[config.mk]
export PLATFORM = sky130hd
export DESIGN_NAME = instr_encoder
export DESIGN_NICKNAME = d
export VERILOG_FILES = /design/src/rtl/instr_encoder.sv
export SDC_FILE = /design/constraint.sdc
export NUM_CORES = 1
export LEC_CHECK = 0
export CAP_MARGIN = 10
export CORE_ASPECT_RATIO = 1.1
export CORE_MARGIN = 5
export CORE_UTILIZATION = 45
export CTS_CLUSTER_DIAMETER = 30
export CTS_CLUSTER_SIZE = 28
export DETAILED_ROUTE_END_ITERATION = 6
export PLACE_DENSITY = 0.87
export SYNTH_ARGS = -nofsm -noshare
export SYNTH_HDL_FRONTEND = slang
export SYNTH_SLANG_ARGS = --single-unit
[constraint.sdc]
create_clock -name clk -period 3.2 [get_ports clk]
set_input_delay 0.96 -clock clk [delete_from_list [all_inputs] [get_ports clk]]
set_output_delay 0.96 -clock clk [all_outputs]
set_load 0.05 [all_outputs]
[src/rtl/instr_encoder.sv]
// instr_encoder: packs RV32I instruction fields into 32-bit words and emits
// each word with its instruction-memory byte address. Illegal bundles are
// consumed without emitting anything and are counted in err/err_count.
// The encoder stops accepting input after MAX_WORDS legal words.
module instr_encoder #(
    parameter int unsigned       ADDR_W    = 32,
    parameter logic [ADDR_W-1:0] BASE_ADDR = '0,
    parameter int unsigned       MAX_WORDS = 256
) (
    input  logic              clk,
    input  logic              reset,
    input  logic              in_valid,
    output logic              in_ready,
    input  logic [3:0]        in_kind,
    input  logic [4:0]        in_rd,
    input  logic [4:0]        in_rs1,
    input  logic [4:0]        in_rs2,
    input  logic [2:0]        in_funct3,
    input  logic [6:0]        in_funct7,
    input  logic [31:0]       in_imm,
    output logic              out_valid,
    input  logic              out_ready,
    output logic [31:0]       out_instr,
    output logic [ADDR_W-1:0] out_addr,
    output logic              done,
    output logic              err,
    output logic [7:0]        err_count
);

    localparam int unsigned CNT_W = $clog2(MAX_WORDS + 1);

    localparam logic [6:0] OP_LOAD   = 7'b0000011;
    localparam logic [6:0] OP_STORE  = 7'b0100011;
    localparam logic [6:0] OP_RTYPE  = 7'b0110011;
    localparam logic [6:0] OP_BRANCH = 7'b1100011;
    localparam logic [6:0] OP_ITYPE  = 7'b0010011;
    localparam logic [6:0] OP_JAL    = 7'b1101111;
    localparam logic [6:0] OP_JALR   = 7'b1100111;
    localparam logic [6:0] OP_LUI    = 7'b0110111;
    localparam logic [6:0] OP_AUIPC  = 7'b0010111;

    typedef enum logic [3:0] {
        K_LOAD   = 4'd0,
        K_STORE  = 4'd1,
        K_RTYPE  = 4'd2,
        K_BRANCH = 4'd3,
        K_ITYPE  = 4'd4,
        K_JAL    = 4'd5,
        K_JALR   = 4'd6,
        K_LUI    = 4'd7,
        K_AUIPC  = 4'd8
    } kind_t;

    typedef enum logic {
        S_RUN,
        S_FULL
    } state_t;

    state_t            state;
    state_t            state_next;
    logic [ADDR_W-1:0] addr_cnt;
    logic [CNT_W-1:0]  word_cnt;
    logic [31:0]       enc_word;
    logic              enc_legal;
    logic              accept;
    logic              accept_legal;
    logic              accept_illegal;

    // Immediate range checks: the sign bits above each format's field must agree.
    logic imm_is_ok;
    logic imm_b_ok;
    logic imm_j_ok;
    logic imm_u_ok;

    assign imm_is_ok = (&in_imm[31:11]) | ~(|in_imm[31:11]);
    assign imm_b_ok  = ((&in_imm[31:12]) | ~(|in_imm[31:12])) & ~in_imm[0];
    assign imm_j_ok  = ((&in_imm[31:20]) | ~(|in_imm[31:20])) & ~in_imm[0];
    assign imm_u_ok  = ~(|in_imm[11:0]);

    // Input is taken only in RUN and only when the output slot is free or draining.
    assign in_ready       = (state == S_RUN) && (!out_valid || out_ready);
    assign accept         = in_valid && in_ready;
    assign accept_legal   = accept && enc_legal;
    assign accept_illegal = accept && !enc_legal;
    assign done           = (state == S_FULL);

    // Combinational field packing and legality per instruction kind.
    always_comb begin
        enc_word  = '0;
        enc_legal = 1'b0;
        case (in_kind)
            K_LOAD: begin
                enc_legal = imm_is_ok;
                enc_word  = {in_imm[11:0], in_rs1, in_funct3, in_rd, OP_LOAD};
            end
            K_ITYPE: begin
                enc_legal = imm_is_ok;
                enc_word  = {in_imm[11:0], in_rs1, in_funct3, in_rd, OP_ITYPE};
            end
            K_JALR: begin
                enc_legal = imm_is_ok;
                enc_word  = {in_imm[11:0], in_rs1, in_funct3, in_rd, OP_JALR};
            end
            K_STORE: begin
                enc_legal = imm_is_ok;
                enc_word  = {in_imm[11:5], in_rs2, in_rs1, in_funct3, in_imm[4:0], OP_STORE};
            end
            K_RTYPE: begin
                enc_legal = 1'b1;
                enc_word  = {in_funct7, in_rs2, in_rs1, in_funct3, in_rd, OP_RTYPE};
            end
            K_BRANCH: begin
                enc_legal = imm_b_ok;
                enc_word  = {in_imm[12], in_imm[10:5], in_rs2, in_rs1, in_funct3,
                             in_imm[4:1], in_imm[11], OP_BRANCH};
            end
            K_JAL: begin
                enc_legal = imm_j_ok;
                enc_word  = {in_imm[20], in_imm[10:1], in_imm[11], in_imm[19:12], in_rd, OP_JAL};
            end
            K_LUI: begin
                enc_legal = imm_u_ok;
                enc_word  = {in_imm[31:12], in_rd, OP_LUI};
            end
            K_AUIPC: begin
                enc_legal = imm_u_ok;
                enc_word  = {in_imm[31:12], in_rd, OP_AUIPC};
            end
            default: begin
                enc_word  = '0;
                enc_legal = 1'b0;
            end
        endcase
    end

    // State register.
    always_ff @(posedge clk) begin
        if (reset) begin
            state <= S_RUN;
        end else begin
            state <= state_next;
        end
    end

    // Move to FULL on the legal accept that completes the program.
    always_comb begin
        state_next = state;
        case (state)
            S_RUN: begin
                if (accept_legal && (word_cnt == CNT_W'(MAX_WORDS - 1))) begin
                    state_next = S_FULL;
                end
            end
            S_FULL:  state_next = S_FULL;
            default: state_next = S_RUN;
        endcase
    end

    // Address and word counters advance only on legal accepts.
    always_ff @(posedge clk) begin
        if (reset) begin
            addr_cnt <= BASE_ADDR;
            word_cnt <= '0;
        end else if (accept_legal) begin
            addr_cnt <= addr_cnt + ADDR_W'(4);
            word_cnt <= word_cnt + CNT_W'(1);
        end
    end

    // Output register: a legal accept reloads it even while draining, so no bubble.
    always_ff @(posedge clk) begin
        if (reset) begin
            out_valid <= 1'b0;
            out_instr <= '0;
            out_addr  <= BASE_ADDR;
        end else if (accept_legal) begin
            out_valid <= 1'b1;
            out_instr <= enc_word;
            out_addr  <= addr_cnt;
        end else if (out_ready) begin
            out_valid <= 1'b0;
        end
    end

    // Sticky error flag and saturating count of rejected bundles.
    always_ff @(posedge clk) begin
        if (reset) begin
            err       <= 1'b0;
            err_count <= '0;
        end else if (accept_illegal) begin
            err <= 1'b1;
            if (err_count != 8'hFF) begin
                err_count <= err_count + 8'd1;
            end
        end
    end

endmodule

# Yosys cells after proc, flatten, opt, wreduce, memory -nomap -nowiden
# Index checks and enable logic that the tools add are counted.
[word_totals]
ff_bits = 116
in_bits = 65
out_inout_bits = 76
elab_cells = 58
[classes]
addsub = 3
eq_ne = 10
mux = 6
bitwise = 11
n_reduce_logical = 20
[op_table]
columns = ["operator", "count"]
rows = [
  ["case mux 32 bit (9 select lines)", 1],
  ["adder 32 x 3 -> 32 bit (second input constant)", 1],
  ["OR reduction 12 bit", 2],
  ["AND reduction 21 bit", 1],
  ["OR reduction 21 bit", 1],
  ["AND reduction 20 bit", 1],
  ["OR reduction 20 bit", 1],
  ["equality test 4 x 3 -> 1 bit (second input constant)", 4],
  ["AND reduction 12 bit", 1],
  ["adder 9 x 1 -> 9 bit (second input constant)", 1],
  ["equality test 9 x 8 -> 1 bit (second input constant)", 1],
  ["adder 8 x 1 -> 8 bit (second input constant)", 1],
  ["equality test 4 x 2 -> 1 bit (second input constant)", 2],
  ["inequality test 8 bit (second input constant)", 1],
  ["inverter 1 bit", 6],
  ["logical AND 1 bit", 5],
  ["case mux 1 bit (5 select lines)", 1],
  ["equality test 4 x 1 -> 1 bit (second input constant)", 1],
  ["equality test 4 bit (second input constant)", 1],
  ["zero test 4 bit", 1],
  ["OR reduction 4 bit", 1],
  ["two-way mux 1 bit", 3],
  ["OR 1 bit", 3],
  ["bitwise AND 1 bit", 2],
  ["other kinds (6)", 7],
]

# Depth between registers and ports, before layout
# Gate-level depths: netlist (run 1).
[logic_depth]
depth_word = 9
ltp_mapped = 11
depth_no_buf = 7

# Worst setup path after synthesis (run 1)
# Ideal clock, no wire load.
[synth_path]
path_kind = "in2reg"
from = "in out_ready"
to = "reg addr_cnt[26]"
setup_time_ps = 70
arrival_ps = 3068
required_time_ps = 3130
path_slack_ps = 62
path_stages = 6
n_path_buf = 0
cell_sequence = "nand2b_1 nor2b_1 nand2_1 a311oi_4 or4b_1 a21oi_1"
[synth_via]
elab_chain_cells = 4
[synth_lines]
columns = ["element", "line_no", "source"]
rows = [
  ["start, declared", "22", "input logic out_ready,"],
  ["logical OR 1 bit", "81", "assign in_ready = (state == S_RUN) && (!out_valid || out_ready);"],
  ["logical AND 1 bit", "81", ""],
  ["via in_ready", "13", "output logic in_ready,"],
  ["logical AND 1 bit", "82", "assign accept = in_valid && in_ready;"],
  ["logical AND 1 bit", "83", "assign accept_legal = accept && enc_legal;"],
  ["end signal, assigned", "165", "addr_cnt <= addr_cnt + ADDR_W'(4);"],
  ["end, declared", "61", "logic [ADDR_W-1:0] addr_cnt;"],
]
# The timed path passes the listed nets, and every way through them passes these cells.
# A chain may end at the register's enable or synchronous reset.

# Final worst setup path (run 1)
[layout_path]
from = "in in_imm[18]"
to = "reg addr_cnt[26]"
[layout_via]
elab_chain_cells = 6
elab_cells_between_ends = 11
cone_classes = "mux (1); bitwise (5); reduce/logical (5)"
[layout_lines]
columns = ["element", "line_no", "source"]
rows = [
  ["start, declared", "20", "input logic [31:0] in_imm,"],
  ["OR reduction 20 bit", "76", "assign imm_b_ok = ((&in_imm[31:12]) | ~(|in_imm[31:12])) & ~in_imm[0];"],
  ["inverter 1 bit", "76", ""],
  ["OR 1 bit", "76", ""],
  ["bitwise AND 1 bit", "76", ""],
  ["case mux 1 bit (5 select lines) (*)", "91", "case (in_kind)"],
  ["logical AND 1 bit (*)", "83", ""],
]
# Mark *: on every way between the ends. The rest lies on a longest branch, timed or not.

==> impl_metrics.yaml, run 1 <==
detailed_routing:
  num_vias: 6321
  drtIter0Drc: 398
  drt_pre_antenna_iters: 4
  drc: 0
  routed_via_density: 5.77
  drtAntennaViolNets: 0
  wirelength_um: 17700
  post_drt_wl_per_cell_um: 16.2
synthesis:
  synth_seq_cells: 111
  ys_types: 55
  ys.warnings.count: 0
  netlist_instances: 737
  synth_edf_count: 0
  syn_area_um2: 5680
  synth_seq_area_share: 0.391
  synth_top_cell_by_area: "dfxtp_1"
  synthFlopType: "dfxtp_1"
  postSynthAreaPerCell_um2: 7.71
  synth_top_cell_area_share: 0.391
  async_reset_ff_frac: 0
  synth_area_leaders: "dfxtp_1 39%, a21oi_1 8.9%, nand2_1 6.2%"
clocking:
  cts.sinks: 111
  ctsHoldBuffers: 0
  ctsHtreeMaxLevel: 3
  clk_latency_ps: 360
  root_buffer: "clkbuf_16"
  cts.clk_slew.worst_paths_ps: 70
  clock_tree.buffer_depth: 2
  cts_tree: "yes"
  cts_buffers: 9
place:
  dp_hpwl_um: 12800
  portBuffers: 138
  gp_congestion: 0.937
sta:
  finalMaxSlewViolations: 0
  fmax_mhz: 313
  timing.slew.headroom: 0.602
  post-route-period-util: 0.998
  fin_skew_ps: 9.14
  fin_tns_setup_ps: 0
  tightestPinTransition_ps: 597
  setup_viol: 0
  timing.final.hold_violations: 0
  finalCriticalPeriod_ps: 3190
setup_path:
  path_max_fanout: 5
  cp-start-kind: "input port"
  reg2reg_depth: 7
  cp.required_ps: 3490
  cp-end-kind: "register"
  path_class: "in2reg"
  crit_arrival_ps: 3480
grt:
  use_met1: 0.271
  grtUsageMet3: 0.0434
  gr-usage-all-layers: 0.227
  grt_pass1_wl_um: 27700
  overflow: 0
  top_usage_layer: "met2"
  grt_max_degree: 49
  antenna_found_initial: 0
  use_met2: 0.386
  grt_pass1_vias: 5914
final_layout:
  final_nets: 1002
  antenna_cells: 0
  drive_above_1_share: 0.178
  final_core_util: 0.668
  areaGrowthSynthToFinish_pct: 46.8
die:
  num_rows: 43
  die-area_um2: 15000
  start_util: 0.455
  dieWidth_um: 117
  core_area_um2: 12500
  die_height_um: 128
  num_io_pins: 141
power_and_ir_drop:
  switching_share: 0.258
  p_switching_mw: 0.796
  p_per_area_nw_per_um2: 370
  leakagePower_nw: 2.94
  ir_drop_mv: 0.270
  seq_power_share: 0.454
  power_frac_comb: 0.137
  clock_power_share: 0.409
  power_mw: 3.09
  cellInternalPower_mw: 2.29
min_path:
  holdPathStages: 2
  hold_class: "reg2reg"
run:
  maxCapViolations: 0
status:
  status: "finished, final reports clean"
-- synth_stat cells, drive strengths merged (4+ instances only) --
cell type and instances:
dfxtp 111, a21oi 101, nand2 94, nor2 78, clkbuf 32, o21ai 31, nor2b 25, nor3 23
buf 22, nand3 19, or3 17, a211oi 16, a221oi 15, nand4 15, and3 14, or4 12
o31ai 11, a22oi 8, nand4b 8, nor4 8, o22ai 8, nand2b 7, and2 6, a31o 4
and4 4, ha 4, inv 4
-- area by class of cell --
type,instances,area (µm²)
Clock buffer,9,225
Multi-Input combinational cell,564,3340
Fill cell,1034,4140
Timing Repair Buffer,243,2220
Inverter,4,15.0
Tap cell,157,196
Clock inverter,7,118
Sequential cell,111,2220
-- worst paths after layout --
check                                   from            to  slack, ps
worst max register to register   addr_cnt[5]  addr_cnt[31]        710
worst min-delay path            out_addr[28]  out_addr[28]        460
worst max-delay path              in_imm[18]  addr_cnt[26]          8
worst min register to register  out_addr[28]  out_addr[28]        460
-- kinds of logic after synthesis --
kind of cell,count (synthesis),synth area share
muxes,4,0.00771
AOI/OAI and AO/OA,208,0.224
adders and majority gates,4,0.00881
DFF,111,0.391
and+or+nand+nor,343,0.307
buffers and inverters,63,0.0562
xor gates and xnor gates,3,0.00463
other,1,0.000660
-- routing by layer --
metal,up-vias,share of wire
met2,259,0.50
met1,2945,0.40
met4,0,0.040
met3,56,0.064
li1,3061,-
met5,-,0
-- metrics by stage --
stage          hold slack [ps]  worst slack (ps)  area (µm²)  instances
6_report                   456              7.83        8340       1095
3_5_place_dp               446              -559        7780       1073
3_3_place_gp               442              -467        7780       1073
4_1_cts                    458              10.1        8190       1092
5_1_grt                    473             -65.5        8340       1095
2_1_floorplan              440              61.9        5690        738
-- power groups by stage --
stage	Combinational (mW)	Clock, mW	Sequential (mW)
after floorplan	0.161	0	1.47
after CTS	0.410	1.28	1.40
after global placement	0.407	0	1.43
after global routing	0.452	1.33	1.40
after detailed placement	0.412	0	1.43
final	0.424	1.26	1.40
-- worst max-delay path, cell delays in order --
cell           delay (ps)
dlygate4sd2_1         250
or4_4                 590
nor2_4                120
nand3b_1              150
a211o_4               410
a311oi_4              310
or4b_4                510
a21oi_2               160
-- sequential cells by signal (all words and copies together) (netlist names) --
signal and cells:
out_addr 30, out_valid 1, err 1, addr_cnt 30, word_cnt 9, err_count 8
done 1, out_instr 31
-- cell usage in the layout (no fill, tap or decap), types with 10 or more instances in the layout --
| cell type | n |
|---|---|
| dlygate4sd2_1 | 18 |
| nand4_1 | 15 |
| and3_1 | 10 |
| a221oi_1 | 15 |
| nand2_1 | 93 |
| or3_1 | 17 |
| nor2_1 | 77 |
| a21oi_1 | 99 |
| nand3_1 | 18 |
| a211oi_1 | 15 |
| clkdlybuf4s50_1 | 111 |
| buf_4 | 101 |
| nor3_1 | 21 |
| dfxtp_1 | 111 |
| o21ai_0 | 30 |
| nor2b_1 | 25 |
| or4_1 | 10 |
-- repair_timing --
| item | 4_1_cts | 5_1_grt |
|---|---|---|
| hold endpoints to repair | 0 | 0 |
| setup endpoints to repair | 80 | 72 |
| gates resized for setup | 31 | 31 |
| pin swaps | 11 | 17 |
| setup buffers | 3 | 3 |
(Power assumes the default switching activity.)
==> run 2, diff against run 1 <==
--- a/config.mk
+++ b/config.mk
@@ -7,11 +7,12 @@
 export LEC_CHECK = 0
 export CAP_MARGIN = 10
 export CORE_ASPECT_RATIO = 1.1
-export CORE_MARGIN = 5
+export CORE_MARGIN = 4
 export CORE_UTILIZATION = 45
 export CTS_CLUSTER_DIAMETER = 30
 export CTS_CLUSTER_SIZE = 28
 export DETAILED_ROUTE_END_ITERATION = 6
+export GPL_ROUTABILITY_DRIVEN = 0
 export PLACE_DENSITY = 0.87
 export SYNTH_ARGS = -nofsm -noshare
 export SYNTH_HDL_FRONTEND = slang
==> run 2 against run 1 <==
  * The flow now finishes with violations (setup timing)
  * Via count rose by 2.2%
  * Global-route usage rose by 0.37 points
  * Critical path depth stayed put
  * Critical endpoint is now addr_cnt[16]
  * Worst setup slack lost 74 ps
  * Sequential cell count stayed put
  * Core utilization rose by 2.9 points
  * Highest routed layer unchanged
  * Maximum frequency fell by 2.3%
  * Total power grew 0.16%
  * Sequential power about the same
  * Final cell count is 0.91% lower
==> impl_metrics.yaml, run 2 (synthesized netlist as in run 1, its figures left out) <==
final_layout:
  final_cell_mix: "116 x clkdlybuf4s50_1, 111 x dfxtp_1, 93 x nand2_1, 92 x a21oi_1, 85 x buf_4"
  largest_register_ffs: 31
  antenna_cells: 0
  finalNonFillerCells: 1085
  final_common_cell: "clkdlybuf4s50_1"
  reg_top3: "out_instr: 31 flops, addr_cnt: 30 flops, out_addr: 30 flops"
  final_nets: 995
  fill_cells: 908
  areaGrowthSynthToFinish_pct: 49.6
  stdcell_area_um2: 8500
  drive_above_1_share: 0.184
  regMostFlops: "out_instr"
die:
  num_rows: 42
  die-area_um2: 14500
  start_util: 0.466
  num_io_pins: 141
  die_height_um: 126
  core_area_um2: 12200
  dieWidth_um: 115
sta:
  fin_hold_ws_ps: 457
  setup_viol: 7
  fmax_mhz: 306
  timing.final.hold_violations: 0
  rsz0062_at_grt: "true"
  fin_skew_ps: 11.0
  finalMaxSlewViolations: 0
  setup_ws_ps: -65.8
  timing.slew.headroom: 0.542
  post-route-period-util: 1.02
  finalCriticalPeriod_ps: 3270
  tightestPinTransition_ps: 686
grt:
  grt_max_degree: 64
  grtUsageMet3: 0.0298
  use_met2: 0.392
  overflow: 0
  grt_pass1_wl_um: 27800
  antenna_found_initial: 0
  top_usage_layer: "met2"
  gr-usage-all-layers: 0.231
  grt_pass1_vias: 5838
  use_met1: 0.290
place:
  place_area_um2: 7650
  dp_hpwl_um: 12200
  portBuffers: 138
  place_inst: 1052
detailed_routing:
  drc: 0
  drtIter0Drc: 573
  num_vias: 6458
  drt_pre_antenna_iters: 7
  wirelength_um: 19000
  post_drt_wl_per_cell_um: 17.5
  drtAntennaViolNets: 0
  routed_via_density: 5.95
setup_path:
  cp-end-kind: "register"
  path_class: "in2reg"
  path_max_fanout: 6
  crit_arrival_ps: 3490
  cp-start-kind: "input port"
  cp.required_ps: 3420
clocking:
  cts.clk_slew.worst_paths_ps: 80
  root_buffer: "clkbuf_16"
  clk_latency_ps: 360
  cts.sinks: 111
  clock_tree.buffer_depth: 2
  ctsHtreeMaxLevel: 3
  ctsHoldBuffers: 0
  cts_buffers: 9
  cts_tree: "yes"
power_and_ir_drop:
  p_per_area_nw_per_um2: 364
  ir_drop_mv: 0.271
  leakagePower_nw: 3.01
  power_mw: 3.09
run:
  maxCapViolations: 0
status:
  status: "finished with violations"
  violations: "setup timing"
min_path:
  hold_class: "reg2reg"
==> run 2: path summary, 6_finish.rpt <==
kind | from | end | slack (ps) | cells past startpoint
hold reg to reg | out_addr[15] | out_addr[15] | 460 | 2
hold / removal | out_addr[15] | out_addr[15] | 460 | 2
setup / recovery | in_kind[0] | addr_cnt[16] | -70 | 8
setup reg to reg | addr_cnt[5] | addr_cnt[19] | 740 | 7
==> run 2: cell type report <==
cell class	instances	area, µm²	area share
well taps	154	193	0.0227
repair buffers	234	2290	0.269
inverters	4	15.0	0.00177
clock inverters	6	97.6	0.0115
clock buffers	10	229	0.0269
flip-flops and latches	111	2220	0.261
multi-input cells	566	3450	0.407
==> run 2: per-stage QoR <==
stage | utilization | setup TNS (ps) | worst slack (ps)
after floorplan | - | 0 | 61.9
after global placement | 0.627 | -39000 | -481
after detailed placement | 0.627 | -46060 | -542
after CTS | 0.667 | 0 | 0.0173
after global routing | 0.697 | -5190 | -163
final | 0.697 | -193 | -65.8
==> run 2: layer usage <==
| layer | share of wire | vias up | wire length, µm |
|---|---|---|---|
| met4 | 0.041 | 0 | 786 |
| met2 | 0.50 | 354 | 9590 |
| met3 | 0.078 | 64 | 1490 |
| met5 | 0 | - | 0 |
| li1 | - | 3057 | - |
| met1 | 0.38 | 2983 | 7130 |
==> run 2: timing repair <==
action                                  4_1_cts  5_1_grt
hold endpoints to repair                      0        0
resized for setup                            20       58
pin swaps                                    11       28
buffers inserted                              2       10
gates cloned                                  3        2
endpoints found under the setup margin       93      105
==> run 2: where the power goes <==
part / leakage (nW) / internal (mW) / total [mW] / switching, mW
sequential: 0.896 / 1.39 / 1.40 / 0.00983
clock: 0.160 / 0.702 / 1.25 / 0.553
combinational: 1.96 / 0.198 / 0.435 / 0.237
==> run 2: worst max-delay path, cell delays in order <==
cell,delay [ps]
clkdlybuf4s50_1,500
or3b_4,430
or2_2,320
o2111ai_4,360
o31ai_4,170
buf_6,190
o41ai_2,450
a21oi_2,90
